## config.mk

```make
export PLATFORM = sky130hd
export DESIGN_NAME = bitty_ls_unit_flat
export DESIGN_NICKNAME = d
export VERILOG_FILES = /design/src/rtl/bitty_ls_unit_pkg.sv /design/src/rtl/bitty_ls_unit_if.sv /design/src/rtl/bitty_ls_timer.sv /design/src/rtl/bitty_ls_unit.sv /design/src/flat_wrapper.sv
export SDC_FILE = /design/constraint.sdc
export NUM_CORES = 1
export LEC_CHECK = 0
export ABC_AREA = 1
export CAP_MARGIN = 30
export CORE_AREA = 3 3 73 93
export DETAILED_ROUTE_END_ITERATION = 7
export DIE_AREA = 0 0 76 96
export GPL_TIMING_DRIVEN = 0
export PLACE_DENSITY = 0.78
export SLEW_MARGIN = 20
export SYNTH_ARGS = -nofsm -noshare
export SYNTH_HDL_FRONTEND = slang
export SYNTH_SLANG_ARGS = --single-unit
```

## constraint.sdc

```tcl
create_clock -name clk -period 1.6 [get_ports clk]
set_clock_uncertainty 0.1 [all_clocks]
set_input_delay 0.32 -clock clk [delete_from_list [all_inputs] [get_ports clk]]
set_output_delay 0.32 -clock clk [all_outputs]
set_load 0.005 [all_outputs]
```

## src/rtl/bitty_ls_unit_pkg.sv

```systemverilog
// -----------------------------------------------------------------------------
// bitty_ls_unit_pkg
// Shared definitions for the bitty load/store stage.
//  - ls_state_e    : load/store FSM state encoding (IDLE/BUSY/DONE/RELEASE)
//  - EN_LS_*       : en_ls operation codes. The control unit uses the same codes.
//  - LS_ADDR_BUS_W : width of the datapath operand bus that feeds ls_addr
//  - is_mem_op()   : true for the two en_ls codes that start a bus access
// -----------------------------------------------------------------------------
package bitty_ls_unit_pkg;

   typedef enum logic [1:0] {
      IDLE    = 2'b00,
      BUSY    = 2'b01,
      DONE    = 2'b10,
      RELEASE = 2'b11
   } ls_state_e;

   localparam logic [1:0] EN_LS_IDLE    = 2'b00;
   localparam logic [1:0] EN_LS_LOAD    = 2'b01;
   localparam logic [1:0] EN_LS_STORE   = 2'b10;
   localparam logic [1:0] EN_LS_ILLEGAL = 2'b11;

   // The operand bus is always register-wide; the data-memory address may be narrower.
   localparam int LS_ADDR_BUS_W = 16;

   function automatic logic is_mem_op(input logic [1:0] en);
      return (en == EN_LS_LOAD) || (en == EN_LS_STORE);
   endfunction

endpackage

```

## src/rtl/bitty_ls_unit_if.sv

```systemverilog
// -----------------------------------------------------------------------------
// bitty_ls_unit_if
// Data-memory req/ack bus between the load/store unit (master) and memory (slave).
//  mem_req   master->slave  request, held until mem_ack is sampled
//  mem_we    master->slave  1 = write; stable while mem_req = 1
//  mem_addr  master->slave  word address; stable while mem_req = 1
//  mem_wdata master->slave  write data; stable while mem_req = 1
//  mem_rdata slave->master  read data, valid with mem_ack on a read
//  mem_ack   slave->master  transaction complete; may rise with mem_req
// -----------------------------------------------------------------------------
interface bitty_ls_unit_if #(
   parameter int ADDR_W = 16,
   parameter int DATA_W = 16
) ();

   logic              mem_req;
   logic              mem_we;
   logic [ADDR_W-1:0] mem_addr;
   logic [DATA_W-1:0] mem_wdata;
   logic [DATA_W-1:0] mem_rdata;
   logic              mem_ack;

   modport master (
      output mem_req, mem_we, mem_addr, mem_wdata,
      input  mem_rdata, mem_ack
   );

   modport slave (
      input  mem_req, mem_we, mem_addr, mem_wdata,
      output mem_rdata, mem_ack
   );

endinterface

```

## src/rtl/bitty_ls_timer.sv

```systemverilog
// -----------------------------------------------------------------------------
// bitty_ls_timer
// Clear/enable saturating cycle counter with an expiry flag.
//  clk     in   clock
//  reset   in   synchronous, active-low reset (count -> 0)
//  clr     in   force count to 0 (has priority over en)
//  en      in   count up by one, stopping at LIMIT
//  expired out  count == LIMIT; held low when ENABLE = 0
// -----------------------------------------------------------------------------
module bitty_ls_timer #(
   parameter int LIMIT  = 254,
   parameter bit ENABLE = 1'b1
) (
   input  logic clk,
   input  logic reset,
   input  logic clr,
   input  logic en,
   output logic expired
);

   localparam int W = (LIMIT < 1) ? 1 : $clog2(LIMIT + 1);
   localparam logic [W-1:0] LIMIT_V = W'(LIMIT);

   logic [W-1:0] count_q;
   logic [W-1:0] count_d;

   always_comb begin
      count_d = count_q;
      if (clr) begin
         count_d = '0;
      end else if (en && (count_q != LIMIT_V)) begin
         count_d = count_q + 1'b1;
      end
   end

   always_ff @(posedge clk) begin
      if (!reset) begin
         count_q <= '0;
      end else begin
         count_q <= count_d;
      end
   end

   assign expired = ENABLE && (count_q == LIMIT_V);

endmodule

```

## src/rtl/bitty_ls_unit.sv

```systemverilog
// -----------------------------------------------------------------------------
// bitty_ls_unit
// Load/store execution stage of the bitty processor. Takes one en_ls request
// from the control unit, runs a single req/ack transaction on the data-memory
// bus, then pulses ls_done. Load data is kept on load_data for write-back.
//  clk        in   clock
//  reset      in   synchronous, active-low reset
//  en_ls      in   01 load, 10 store, 00 idle, 11 illegal (error, no access)
//  ls_addr    in   operand-bus address; only the low ADDR_W bits reach memory
//  ls_wdata   in   store data
//  ls_done    out  one-cycle completion pulse
//  ls_err     out  valid with ls_done: timeout or illegal en_ls
//  load_data  out  last successfully loaded word
//  busy       out  transaction in flight
//  mem        if   data-memory bus, master side
// ADDR_W must not exceed the operand bus width (16).
// -----------------------------------------------------------------------------
module bitty_ls_unit
   import bitty_ls_unit_pkg::*;
#(
   parameter int ADDR_W  = 16,
   parameter int DATA_W  = 16,
   parameter int TIMEOUT = 255
) (
   input  logic                     clk,
   input  logic                     reset,
   input  logic [1:0]               en_ls,
   input  logic [LS_ADDR_BUS_W-1:0] ls_addr,
   input  logic [DATA_W-1:0]        ls_wdata,
   output logic                     ls_done,
   output logic                     ls_err,
   output logic [DATA_W-1:0]        load_data,
   output logic                     busy,
   bitty_ls_unit_if.master          mem
);

   ls_state_e         state_q, state_d;
   logic              ls_done_q, ls_done_d;
   logic              ls_err_q, ls_err_d;
   logic [DATA_W-1:0] load_data_q, load_data_d;
   logic              busy_q, busy_d;
   logic              mem_req_q, mem_req_d;
   logic              mem_we_q, mem_we_d;
   logic [ADDR_W-1:0] mem_addr_q, mem_addr_d;
   logic [DATA_W-1:0] mem_wdata_q, mem_wdata_d;

   logic timer_clr;
   logic timer_en;
   logic timer_expired;

   // Upper operand-bus bits beyond the memory address width are simply dropped.
   if (ADDR_W < LS_ADDR_BUS_W) begin : g_addr_trunc
      logic unused_addr_hi;
      assign unused_addr_hi = ^ls_addr[LS_ADDR_BUS_W-1:ADDR_W];
   end

   // The timer expires after TIMEOUT BUSY cycles: it starts at 0 in the first
   // BUSY cycle, so the expiry compare is against TIMEOUT-1.
   bitty_ls_timer #(
      .LIMIT  ((TIMEOUT == 0) ? 0 : TIMEOUT - 1),
      .ENABLE (TIMEOUT != 0)
   ) u_timer (
      .clk     (clk),
      .reset   (reset),
      .clr     (timer_clr),
      .en      (timer_en),
      .expired (timer_expired)
   );

   always_comb begin
      state_d     = state_q;
      load_data_d = load_data_q;
      mem_we_d    = mem_we_q;
      mem_addr_d  = mem_addr_q;
      mem_wdata_d = mem_wdata_q;
      ls_err_d    = 1'b0;
      timer_clr   = 1'b0;
      timer_en    = 1'b0;

      unique case (state_q)
         IDLE: begin
            if (is_mem_op(en_ls)) begin
               state_d     = BUSY;
               timer_clr   = 1'b1;
               mem_we_d    = (en_ls == EN_LS_STORE);
               mem_addr_d  = ls_addr[ADDR_W-1:0];
               mem_wdata_d = ls_wdata;
            end else if (en_ls == EN_LS_ILLEGAL) begin
               state_d  = DONE;
               ls_err_d = 1'b1;
            end
         end
         BUSY: begin
            timer_en = 1'b1;
            // Ack is checked first so it wins over a coincident expiry.
            if (mem.mem_ack) begin
               state_d = DONE;
               if (!mem_we_q) begin
                  load_data_d = mem.mem_rdata;
               end
            end else if (timer_expired) begin
               state_d  = DONE;
               ls_err_d = 1'b1;
            end
         end
         DONE: begin
            state_d = (en_ls != EN_LS_IDLE) ? RELEASE : IDLE;
         end
         RELEASE: begin
            // Holding en_ls must not start a second transaction.
            if (en_ls == EN_LS_IDLE) begin
               state_d = IDLE;
            end
         end
         default: begin
            state_d = IDLE;
         end
      endcase

      // Outputs are registered copies of the next-state decode so they line
      // up with the state they describe.
      busy_d    = (state_d == BUSY);
      mem_req_d = (state_d == BUSY);
      ls_done_d = (state_d == DONE);
   end

   always_ff @(posedge clk) begin
      if (!reset) begin
         state_q     <= IDLE;
         ls_done_q   <= 1'b0;
         ls_err_q    <= 1'b0;
         load_data_q <= '0;
         busy_q      <= 1'b0;
         mem_req_q   <= 1'b0;
         mem_we_q    <= 1'b0;
         mem_addr_q  <= '0;
         mem_wdata_q <= '0;
      end else begin
         state_q     <= state_d;
         ls_done_q   <= ls_done_d;
         ls_err_q    <= ls_err_d;
         load_data_q <= load_data_d;
         busy_q      <= busy_d;
         mem_req_q   <= mem_req_d;
         mem_we_q    <= mem_we_d;
         mem_addr_q  <= mem_addr_d;
         mem_wdata_q <= mem_wdata_d;
      end
   end

   assign ls_done       = ls_done_q;
   assign ls_err        = ls_err_q;
   assign load_data     = load_data_q;
   assign busy          = busy_q;
   assign mem.mem_req   = mem_req_q;
   assign mem.mem_we    = mem_we_q;
   assign mem.mem_addr  = mem_addr_q;
   assign mem.mem_wdata = mem_wdata_q;

endmodule

```

## src/flat_wrapper.sv

```systemverilog
// flat-port wrapper written by rule: the top's interface ports become plain ports
module bitty_ls_unit_flat import bitty_ls_unit_pkg::*;
#(
   parameter int ADDR_W  = 16,
   parameter int DATA_W  = 16,
   parameter int TIMEOUT = 255
)
  (clk, reset, en_ls, ls_addr, ls_wdata, ls_done, ls_err, load_data, busy, mem_mem_req, mem_mem_we, mem_mem_addr, mem_mem_wdata, mem_mem_rdata, mem_mem_ack);
  bitty_ls_unit_if #(.ADDR_W(ADDR_W), .DATA_W(DATA_W)) mem_i ();
  input  logic clk;
  input  logic reset;
  input  logic [1:0] en_ls;
  input  logic [LS_ADDR_BUS_W-1:0] ls_addr;
  input  logic [DATA_W-1:0] ls_wdata;
  output logic ls_done;
  output logic ls_err;
  output logic [DATA_W-1:0] load_data;
  output logic busy;
  output wire logic [$bits(mem_i.mem_req)-1:0] mem_mem_req;
  output wire logic [$bits(mem_i.mem_we)-1:0] mem_mem_we;
  output wire logic [$bits(mem_i.mem_addr)-1:0] mem_mem_addr;
  output wire logic [$bits(mem_i.mem_wdata)-1:0] mem_mem_wdata;
  input wire logic [$bits(mem_i.mem_rdata)-1:0] mem_mem_rdata;
  input wire logic [$bits(mem_i.mem_ack)-1:0] mem_mem_ack;
  assign mem_mem_req = mem_i.mem_req;
  assign mem_mem_we = mem_i.mem_we;
  assign mem_mem_addr = mem_i.mem_addr;
  assign mem_mem_wdata = mem_i.mem_wdata;
  assign mem_i.mem_rdata = mem_mem_rdata;
  assign mem_i.mem_ack = mem_mem_ack;
  bitty_ls_unit #(.ADDR_W(ADDR_W), .DATA_W(DATA_W), .TIMEOUT(TIMEOUT)) u_core (.clk(clk), .reset(reset), .en_ls(en_ls), .ls_addr(ls_addr), .ls_wdata(ls_wdata), .ls_done(ls_done), .ls_err(ls_err), .load_data(load_data), .busy(busy), .mem(mem_i));
endmodule
```

==> metrics.yaml <==
run_status:
  status: "completed"
floorplanning:
  fp.dieW_um: 76
  start_util_pct: 41.3
  ios: 106
  core_um2: 6050
  die_h_um: 96
  rows: 32
  dieArea_um2: 7300
power_and_ir_drop:
  pwr-share-comb_pct: 22.2
  p_switching_mw: 1.09
  p_sw_share_pct: 26.4
  powerDensity_nw_per_um2: 1060
  internal_power_mw: 3.05
  p_leak_nw: 2.00
  clock_power_share_pct: 33.8
  max-vdd-ir-drop_v: 0.000723
  total_power_mw: 4.14
  p_seq_share_pct: 44.0
synth:
  synth_warnings: 0
  yosysTopAreaCell: "dfxtp_1"
  synth_top_area_share_pct: 49.7
  async_flop_share_pct: 0
  synth_cell_types: 28
  synth-seq-cells: 62
  seq_area_frac_synth_pct: 49.7
  synth_area_leaders: "dfxtp_1, nor2_1, o21ai_0"
  syn_nets: 380
  yosys_most_used_dff: "dfxtp_1"
  synth-edff-count: 0
  synthesis.area_um2: 2500
  syn_avg_cell_area_um2: 7.78
  syn_inst: 321
cts:
  clock-root-buffer: "clkbuf_8"
  clkSinkCount: 62
  h-tree-depth: 3
  cts_tree: "yes"
  cts_hold_buf: 0
  ctsLongestPathBuffers: 2
  cts_buffers: 9
  clk_latency_ns: 0.33
  path_clk_slew_ns: 0.07
timing:
  finalHoldViolations: 0
  fmax_mhz: 641
  fin_setup_tns_ns: 0
  rsz0062_at_grt: "false"
  slew_headroom_pct: 72.9
  min_period_ns: 1.56
  period_share_pct: 97.5
  worstMarginPinSlew_ns: 0.406
  setup_viol: 0
  postLayoutSetupSlackWorst_ns: 0.0406
  slew_violations: 0
route:
  wire_per_inst_um: 11.6
  drt-initial-drc-count: 91
  totalWireLength_um: 6080
  drc: 0
  vias_per_cell: 4.55
  drt.antenna.violating_nets: 0
  vias: 2395
  first_pass_iters: 4
final_layout:
  final_cells: 526
  num-fill-cells: 523
  final_cell_mix: "nor2_1, clkdlybuf4s50_1, dfxtp_1, o21ai_0, nand2_1"
  n_antenna_cell: 0
  synthToLayoutAreaGrowth_pct: 56.3
  num-nets-final: 496
  drive_above_1_share_pct: 14.1
  utilization_pct: 64.6
  final_common_cell: "nor2_1"
place:
  place_inst: 511
  dp_hpwl_um: 4600
  portBuffers: 105
  routabilityCongestion: 0.846
  pre_cts_ws_ns: -0.584
critical_path:
  start_kind: "register"
  cp_top_family: "buffers and inverters"
  slowest_stage: "clkdlybuf4s50_1"
  setup.worst_path.end_class: "output pin"
  required_ns: 1.18
  cp_cell_sequence: "clkdlybuf4s50_1"
  cpPeakStageDelay_ns: 0.49
  crit_arrival_ns: 1.14
  worst-path-buf-inv: 1
  crit_fanout: 2
  crit_type: "register to output pin"
global_route:
  grt_usage_pct: 17.4
  grt_max_degree: 11
  antenna_found_initial: 0
  grt_overflow_total: 0
  grt_pass1_wl_um: 10200
  grt_pass1_vias: 2330
min_path:
  hold_class: "register to register"
flow_run:
  cap_violations: 0
==> Yosys cell counts, types with 3 or more instances <==
| master | count |
|---|---|
| clkbuf_1 | 7 |
| ha_1 | 6 |
| nor2_2 | 12 |
| buf_2 | 3 |
| nand2_1 | 34 |
| nor2_1 | 95 |
| o21ai_1 | 10 |
| inv_1 | 14 |
| o21ai_0 | 40 |
| nand3_1 | 7 |
| dfxtp_1 | 62 |
| nand2_2 | 4 |
| a21oi_1 | 9 |
==> area by class of cell <==
cell class	instances	area (um2)	share of cell area, %
buffer	14	91.3	2.34
clock buffer	12	165	4.23
clock inverter	3	42.5	1.09
inverter	18	77.6	1.99
multi-input combinational	227	1110	28.4
sequential	62	1250	32.1
tap	85	106	2.72
timing repair buffer	105	1060	27.1
==> per-layer routing <==
layer  GRT usage (%)  vias up  wire length (um)
met1            19.2     1069              2490
li1                -     1251                 -
met4            8.16        0                77
met3            4.96        7               401
met5               0        -                 0
met2            31.4       68              3110
==> flip-flops by register name (all words and copies together), names as in the netlist <==
register,cells
u_core.mem.mem_addr,16
u_core.ls_err,1
u_core.mem.mem_wdata,16
u_core.state_q,2
u_core.u_timer.count_q,8
u_core.load_data,16
u_core.ls_done,1
u_core.busy,1
u_core.mem.mem_we,1
==> timing repair <==
| item | 4_1_cts | 5_1_grt |
|---|---|---|
| resized for setup | 47 | 25 |
| setup buffers | 0 | 0 |
| pin swaps | 0 | 1 |
| setup endpoints to repair | 75 | 31 |
==> cell families (layout without fill, tap and decap cells) <==
| logic type | Yosys count | count (layout) | share of synthesized area (%) |
|---|---|---|---|
| xor gates and xnor gates | 3 | 3 | 1.05 |
| adders and majority gates | 6 | 6 | 3.00 |
| DFF | 62 | 62 | 49.7 |
| buffers and inverters | 32 | 152 | 6.31 |
| AOI/OAI and AO/OA | 59 | 59 | 11.8 |
| and+or+nand+nor | 159 | 159 | 28.1 |
==> power groups by stage <==
stage	Combinational [mW]	Sequential, mW	Clock, mW
after floorplan	0.415	1.86	0
after global placement	0.981	1.85	0
after detailed placement	0.994	1.86	0
after CTS	0.951	1.82	1.43
after global routing	1.03	1.84	1.50
final	0.918	1.82	1.40
==> worst paths after layout <==
| path | from | slack (ns) | to | cells past startpoint |
|---|---|---|---|---|
| setup / recovery | u_core.mem.mem_addr[4] | 0.04 | mem_mem_addr[4] | 1 |
| hold / removal | u_core.mem.mem_addr[7] | 0.37 | u_core.mem.mem_addr[7] | 2 |
| setup reg to reg | u_core.state_q[1] | 0.15 | u_core.load_data[5] | 7 |
| hold reg to reg | u_core.mem.mem_addr[7] | 0.37 | u_core.mem.mem_addr[7] | 2 |
==> stage by stage <==
| step | hold WS [ns] | area (um2) |
|---|---|---|
| finish | 0.370 | 3910 |
| global route | 0.405 | 3910 |
| CTS | 0.385 | 3850 |
| detailed placement | 0.374 | 3660 |
| global placement | 0.360 | 3660 |
| floorplan | 0.346 | 2500 |
Note: power is estimated with default switching activity, not from simulation.
